===== config.mk =====
export PLATFORM = sky130hd
export DESIGN_NAME = float_mult_scheduler
export DESIGN_NICKNAME = d
export VERILOG_FILES = /design/src/rtl/float_mult_scheduler_pkg.sv /design/src/rtl/float_mult_scheduler_fmul.sv /design/src/rtl/float_mult_scheduler_rr_arbiter.sv /design/src/rtl/float_mult_scheduler.sv
export SDC_FILE = /design/constraint.sdc
export NUM_CORES = 1
export LEC_CHECK = 0
export ABC_AREA = 1
export BUFFER_PORTS_ARGS = -buffer_cell sky130_fd_sc_hd__buf_2
export CORE_MARGIN = 2
export CORE_UTILIZATION = 35
export CTS_CLUSTER_DIAMETER = 120
export DETAILED_ROUTE_END_ITERATION = 8
export MAX_ROUTING_LAYER = met4
export PLACE_DENSITY = 0.56
export SLEW_MARGIN = 5
export SYNTH_ARGS = -nofsm -noshare
export SYNTH_HDL_FRONTEND = slang
export SYNTH_SLANG_ARGS = --single-unit

===== constraint.sdc =====
create_clock -name clk -period 9.71 [get_ports clk]
set_input_delay 1.942 -clock clk [delete_from_list [all_inputs] [get_ports clk]]
set_output_delay 1.942 -clock clk [all_outputs]
set_load 0.02 [all_outputs]

===== src/rtl/float_mult_scheduler_pkg.sv =====
// Shared definitions for the float multiplier scheduler: half-float format and constants.
package float_mult_scheduler_pkg;

   localparam int unsigned FLOAT_W  = 16;
   localparam int unsigned EXP_W    = 5;
   localparam int unsigned MAN_W    = 10;
   localparam int          EXP_BIAS = 15;

   localparam logic [FLOAT_W-1:0] HALF_ONE  = 16'h3C00;
   localparam logic [FLOAT_W-1:0] HALF_ZERO = 16'h0000;
   localparam logic [FLOAT_W-1:0] HALF_INF  = 16'h7C00;

   typedef struct packed {
      logic             sign;
      logic [EXP_W-1:0] exp;
      logic [MAN_W-1:0] man;
   } half_t;

endpackage


===== src/rtl/float_mult_scheduler_fmul.sv =====
// Combinational half-precision multiplier (truncating); zero/subnormal inputs flush to zero.
module floatMult
   import float_mult_scheduler_pkg::*;
(
   input  logic [FLOAT_W-1:0] a,
   input  logic [FLOAT_W-1:0] b,
   output logic [FLOAT_W-1:0] product
);

   half_t              ha, hb;
   logic [21:0]        man_prod;
   logic [MAN_W-1:0]   man_norm;
   logic signed [7:0]  exp_sum;
   logic               sign;

   always_comb begin
      ha       = half_t'(a);
      hb       = half_t'(b);
      sign     = ha.sign ^ hb.sign;
      man_prod = {1'b1, ha.man} * {1'b1, hb.man};
      // Product of two 1.x mantissas lies in [1,4); bit 21 means a one-place renormalise.
      man_norm = man_prod[21] ? man_prod[20:11] : man_prod[19:10];
      exp_sum  = $signed({3'b000, ha.exp}) + $signed({3'b000, hb.exp})
               - 8'sd15 + $signed({7'b0000000, man_prod[21]});
      if (ha.exp == '0 || hb.exp == '0) begin
         product = HALF_ZERO;
      end else if (exp_sum >= 8'sd31) begin
         product = {sign, HALF_INF[FLOAT_W-2:0]};
      end else if (exp_sum <= 8'sd0) begin
         product = HALF_ZERO;
      end else begin
         product = {sign, exp_sum[EXP_W-1:0], man_norm};
      end
   end

endmodule


===== src/rtl/float_mult_scheduler_rr_arbiter.sv =====
// Round-robin arbiter: grants the first requester at or after ptr, wrapping at N_REQ.
module rr_arbiter #(
   parameter int unsigned N_REQ = 4,
   parameter int unsigned ID_W  = 2
) (
   input  logic [N_REQ-1:0] req,
   input  logic [ID_W-1:0]  ptr,
   input  logic             en,
   output logic [N_REQ-1:0] grant,
   output logic [ID_W-1:0]  grant_id
);

   logic              found;
   logic [ID_W-1:0]   idx;
   int unsigned       sum;

   always_comb begin
      grant    = '0;
      grant_id = '0;
      found    = 1'b0;
      idx      = '0;
      sum      = 0;
      for (int unsigned off = 0; off < N_REQ; off++) begin
         sum = 32'(ptr) + off;
         if (sum >= N_REQ) sum = sum - N_REQ;
         idx = ID_W'(sum);
         if (en && !found && req[idx]) begin
            grant[idx] = 1'b1;
            grant_id   = idx;
            found      = 1'b1;
         end
      end
   end

endmodule


===== src/rtl/float_mult_scheduler.sv =====
// Shares one floatMult among N_REQ requesters: round-robin grant, S1 operand regs, S2 result regs.
module float_mult_scheduler
   import float_mult_scheduler_pkg::*;
#(
   parameter int unsigned N_REQ = 4,
   parameter int unsigned ID_W  = 2,
   parameter int unsigned CNT_W = 16
) (
   input  logic                       clk,
   input  logic                       reset,
   input  logic [N_REQ-1:0]           req_valid,
   input  logic [FLOAT_W*N_REQ-1:0]   req_a,
   input  logic [FLOAT_W*N_REQ-1:0]   req_b,
   output logic [N_REQ-1:0]           req_ready,
   output logic                       rsp_valid,
   input  logic                       rsp_ready,
   output logic [FLOAT_W-1:0]         rsp_product,
   output logic [ID_W-1:0]            rsp_id,
   output logic [CNT_W-1:0]           op_count
);

   logic [ID_W-1:0]    rr_ptr, grant_id, s1_id, next_ptr;
   logic [N_REQ-1:0]   grant;
   logic               s1_valid, s1_adv, s2_adv, arb_en, granted;
   logic [FLOAT_W-1:0] s1_a, s1_b, sel_a, sel_b, product;

   always_comb begin
      s2_adv   = !rsp_valid || rsp_ready;
      s1_adv   = !s1_valid || s2_adv;
      // Gating with reset keeps req_ready low for the whole reset cycle.
      arb_en   = s1_adv && !reset;
      granted  = |grant;
      sel_a    = req_a[FLOAT_W*grant_id +: FLOAT_W];
      sel_b    = req_b[FLOAT_W*grant_id +: FLOAT_W];
      next_ptr = (grant_id == ID_W'(N_REQ - 1)) ? '0 : grant_id + 1'b1;
   end

   rr_arbiter #(
      .N_REQ (N_REQ),
      .ID_W  (ID_W)
   ) u_arb (
      .req      (req_valid),
      .ptr      (rr_ptr),
      .en       (arb_en),
      .grant    (grant),
      .grant_id (grant_id)
   );

   assign req_ready = grant;

   floatMult u_fmul (
      .a       (s1_a),
      .b       (s1_b),
      .product (product)
   );

   always_ff @(posedge clk) begin
      if (reset) begin
         rr_ptr      <= '0;
         s1_valid    <= 1'b0;
         s1_a        <= '0;
         s1_b        <= '0;
         s1_id       <= '0;
         rsp_valid   <= 1'b0;
         rsp_product <= '0;
         rsp_id      <= '0;
         op_count    <= '0;
      end else begin
         if (granted) rr_ptr <= next_ptr;
         if (s1_adv) begin
            s1_valid <= granted;
            if (granted) begin
               s1_a  <= sel_a;
               s1_b  <= sel_b;
               s1_id <= grant_id;
            end
         end
         if (s2_adv) begin
            rsp_valid <= s1_valid;
            if (s1_valid) begin
               rsp_product <= product;
               rsp_id      <= s1_id;
            end
         end
         if (rsp_valid && rsp_ready) op_count <= op_count + 1'b1;
      end
   end

endmodule


==> run_results.csv <==
group,metric,value,unit
power,p_sw_share,57.46,%
cts,max-clock-path-buffers,2,
timing,fin_crit,6.766,ns
timing,tns,0,ns
place,hpwl,20100,um
logic_synthesis,synth_fa_ha_area_share,26.74,%
cts,cts_max_level,3,
floorplanning,initial_core_util,35.55,%
grt,overflow,0,
floorplanning,die_height,166.7,um
timing,fin_crit_sh,69.68,%
route,drc_errors,0,
timing,rsz0062_at_grt,"no",
place,gp_congestion,0.9113,
grt,grt_max_degree,68,
route,ant_nets,0,
floorplanning,io_pins,174,
timing,hold_viol,0,
cts,cts_tree,"done",
power,combPwrFrac,74.5,%
power,leakagePower,6.086,nW
logic_synthesis,synth_fp_nets,1733,
logic_synthesis,synthSimpleGateAreaFrac,36.15,%
timing,slew_headroom,53.18,%
route,detail_route.wl_per_cell,12.90,um
critical_path,path_class,"reg -> reg",
grt,grt_pass1_wl,41970,um
logic_synthesis,synth.avg_cell_area,6.399,sq um
power,power_density,313.4,mW/mm^2
critical_path,slowest_stage,"dfxtp_1",
logic_synthesis,synth_top_family_by_area,"simple AND/OR/NAND/NOR gates",
power,p_seq_share,15.4,%
timing,tightest_slew,0.6998,ns
route,vias,9000,
route,drt_pass1_iterations,5,
critical_path,arrival,7.04,ns
power,clkPwrFrac,10.1,%
cts,numCtsBuffers,9,
power,p_int,1.405,mW
critical_path,crit_required,9.98,ns
critical_path,slowest_delay,0.61,ns
final_layout,syn2layout_area_growth,13.71,%
final_layout,diodes,0,
critical_path,end_kind,"flip-flop",
critical_path,cp_max_fo,12,
timing,drv_slew,0,
floorplanning,fp.coreArea,0.02606,sq mm
logic_synthesis,synth_compound_area_share,5.982,%
cts,cts_resized,0,
route,drt_iter0_markers,490,
logic_synthesis,ys_seq_area_share,15.56,%
logic_synthesis,yosysUniqueCellTypes,35,
cts,cts_sinks,72,
hold_path,hp-class,"reg -> reg",
run,max_cap_violations,0,
timing,max_freq,0.1478,GHz
grt,antenna_found_initial,0,
grt,grt_use_total,18.69,%
logic_synthesis,synth.area.mux_share,0,%
floorplanning,rows,59,
logic_synthesis,synth_warnings,0,
timing,worst_slack,2.944,ns
cts,clk_latency,0.34,ns
critical_path,path_common_cell,"nand2_1",
logic_synthesis,netlist_instances,1448,
cts,holdBufCountCts,0,
final_layout,nFillCells,2840,
grt,grt_pass1_vias,8985,
cts,cts-root-buf,"clkbuf_16",
cts,post_cts_buffers,0,
power,peakVddDrop,0.2325,mV
place,port_buffers,173,
place,pre_cts_slack,2.973,ns
final_layout,drive_above_1_share,14.01,%
run_status,outcome,"finished, final reports clean",
route,via_per_inst,4.707,
timing,final.setup_skew,0.01196,ns
logic_synthesis,ys_ff_latch,72,
final_layout,final_nets,1857,
logic_synthesis,syn-cell-area,0.009265,sq mm
critical_path,cp-start-kind,"flip-flop",
timing,setup_violations,0,
floorplanning,dieArea,0.02779,sq mm
cts,path_clk_slew,0.06,ns
route,postRouteWirelength,24670,um
logic_synthesis,synth-xor-area-share,0.9453,%
floorplanning,chipWidth,166.7,um
power,power.switching,1.897,mW
==> cell usage after synthesis <==
cell type,count,share of area [%]
nand3_2,1,0.11
a21o_1,2,0.16
a21oi_1,43,2.3
a31oi_1,2,0.14
buf_6,8,0.97
o211ai_1,2,0.16
nand2_2,17,1.1
and3_1,1,0.068
o21bai_1,2,0.16
nor2_1,121,4.9
a21oi_2,1,0.095
nand3_1,134,7.2
dfxtp_1,72,16
nand2_1,435,18
nor3b_1,2,0.16
inv_2,4,0.16
clkbuf_1,31,1.3
o21ai_0,52,2.8
nand4_1,10,0.68
inv_1,264,11
xor2_1,7,0.66
ha_1,70,9.5
nand3b_1,38,3.1
clkbuf_2,1,0.054
o21ai_1,1,0.054
xnor2_1,3,0.28
buf_1,2,0.081
fa_1,80,17
buf_2,22,1.2
o21a_1,1,0.081
nand2_4,1,0.12
nor3_1,13,0.70
nor2_2,3,0.20
buf_12,1,0.22
nor2_4,1,0.12
==> per-stage QoR <==
stage          instances  hold slack [ns]  area (sq um)  power [mW]  utilization, %
5_1_grt             1912           0.4870         10540       3.742           40.43
4_1_cts             1912           0.4669         10540       3.350           40.43
2_1_floorplan       1448           0.4658          9265       2.430               -
3_3_place_gp        1896           0.4542         10240       2.988           39.29
3_5_place_dp        1896           0.4548         10240       2.986           39.29
6_report            1912           0.4623         10540       3.302           40.43
==> worst max-delay path, delay by kind of cell (launching register included) <==
family / cells / cell delay, ns
adder cells (fa/ha/maj): 8 / 3.32
buffers and inverters: 6 / 0.31
flip-flops: 1 / 0.61
AND/OR/NAND/NOR: 17 / 2.31
AO/OA/AOI/OAI: 1 / 0.14
==> power by group through the flow <==
stage / registers (mW) / clock network, mW / logic (mW)
finish: 0.509 / 0.332 / 2.46
global route: 0.526 / 0.352 / 2.86
CTS: 0.508 / 0.343 / 2.50
detailed placement: 0.514 / 0 / 2.47
global placement: 0.508 / 0 / 2.48
floorplan: 0.437 / 0 / 1.99
==> cells by family (layout without fill, tap and decap cells) <==
family,count (synthesis),after routing
buf+inv,333,462
xor+xnor,10,10
flops,72,72
fa+ha+maj,150,150
compound gates,106,106
simple gates,777,777
==> cells in the final DEF (no fill, tap or decap), types with 2 or more instances in the layout <==
master      synthesis  layout
a21o_1              2       2
ha_1               70      70
o211ai_1            2       2
buf_4               0       5
fa_1               80      80
nand3_1           134     134
a21oi_1            43      43
nand2_1           435     435
inv_2               4       4
nor2_2              3       3
xor2_1              7       7
xnor2_1             3       3
nor3b_1             2       2
inv_1             264     264
clkbuf_16           0       9
nand2_2            17      17
nor2_1            121     121
buf_2              22     173
o21bai_1            2       2
nand4_1            10      10
clkinvlp_4          0       2
nor3_1             13      13
nand3b_1           38      38
dfxtp_1            72      72
o21ai_0            52      52
a31oi_1             2       2
==> path summary, 6_finish.rpt <==
kind / from / to / slack (ns) / cells past startpoint
setup reg to reg: s1_b[8] / rsp_product[1] / 2.94 / 32
setup / recovery: s1_b[8] / rsp_product[1] / 2.94 / 32
hold / removal: rsp_product[5] / rsp_product[5] / 0.46 / 2
hold reg to reg: rsp_product[5] / rsp_product[5] / 0.46 / 2
==> final cells by class <==
class	count	area, sq um	area share [%]
Tap cell	335	419.2	3.979
Inverter	268	1006	9.549
Clock inverter	6	67.56	0.6413
Multi-Input combinational cell	1043	6469	61.40
Clock buffer	10	229.0	2.173
Sequential cell	72	1441	13.68
Timing Repair Buffer	178	903.4	8.575
==> layer usage <==
metal,GRT usage (%),routed length (um),part of all wire [%]
met5,-,0,0
met4,4.235,382,1.5
met3,2.234,995,4.0
met2,31.57,11500,47
met1,24.05,11800,48
==> registers in the layout, summed over array words and instances, names as in the netlist, named ones only <==
name	cells
s1_valid	1
s1_a	16
rsp_id	2
rsp_valid	1
s1_id	2
op_count	16
s1_b	16
rr_ptr	1
rsp_product	16
Note: power is estimated with default switching activity, not from simulation.
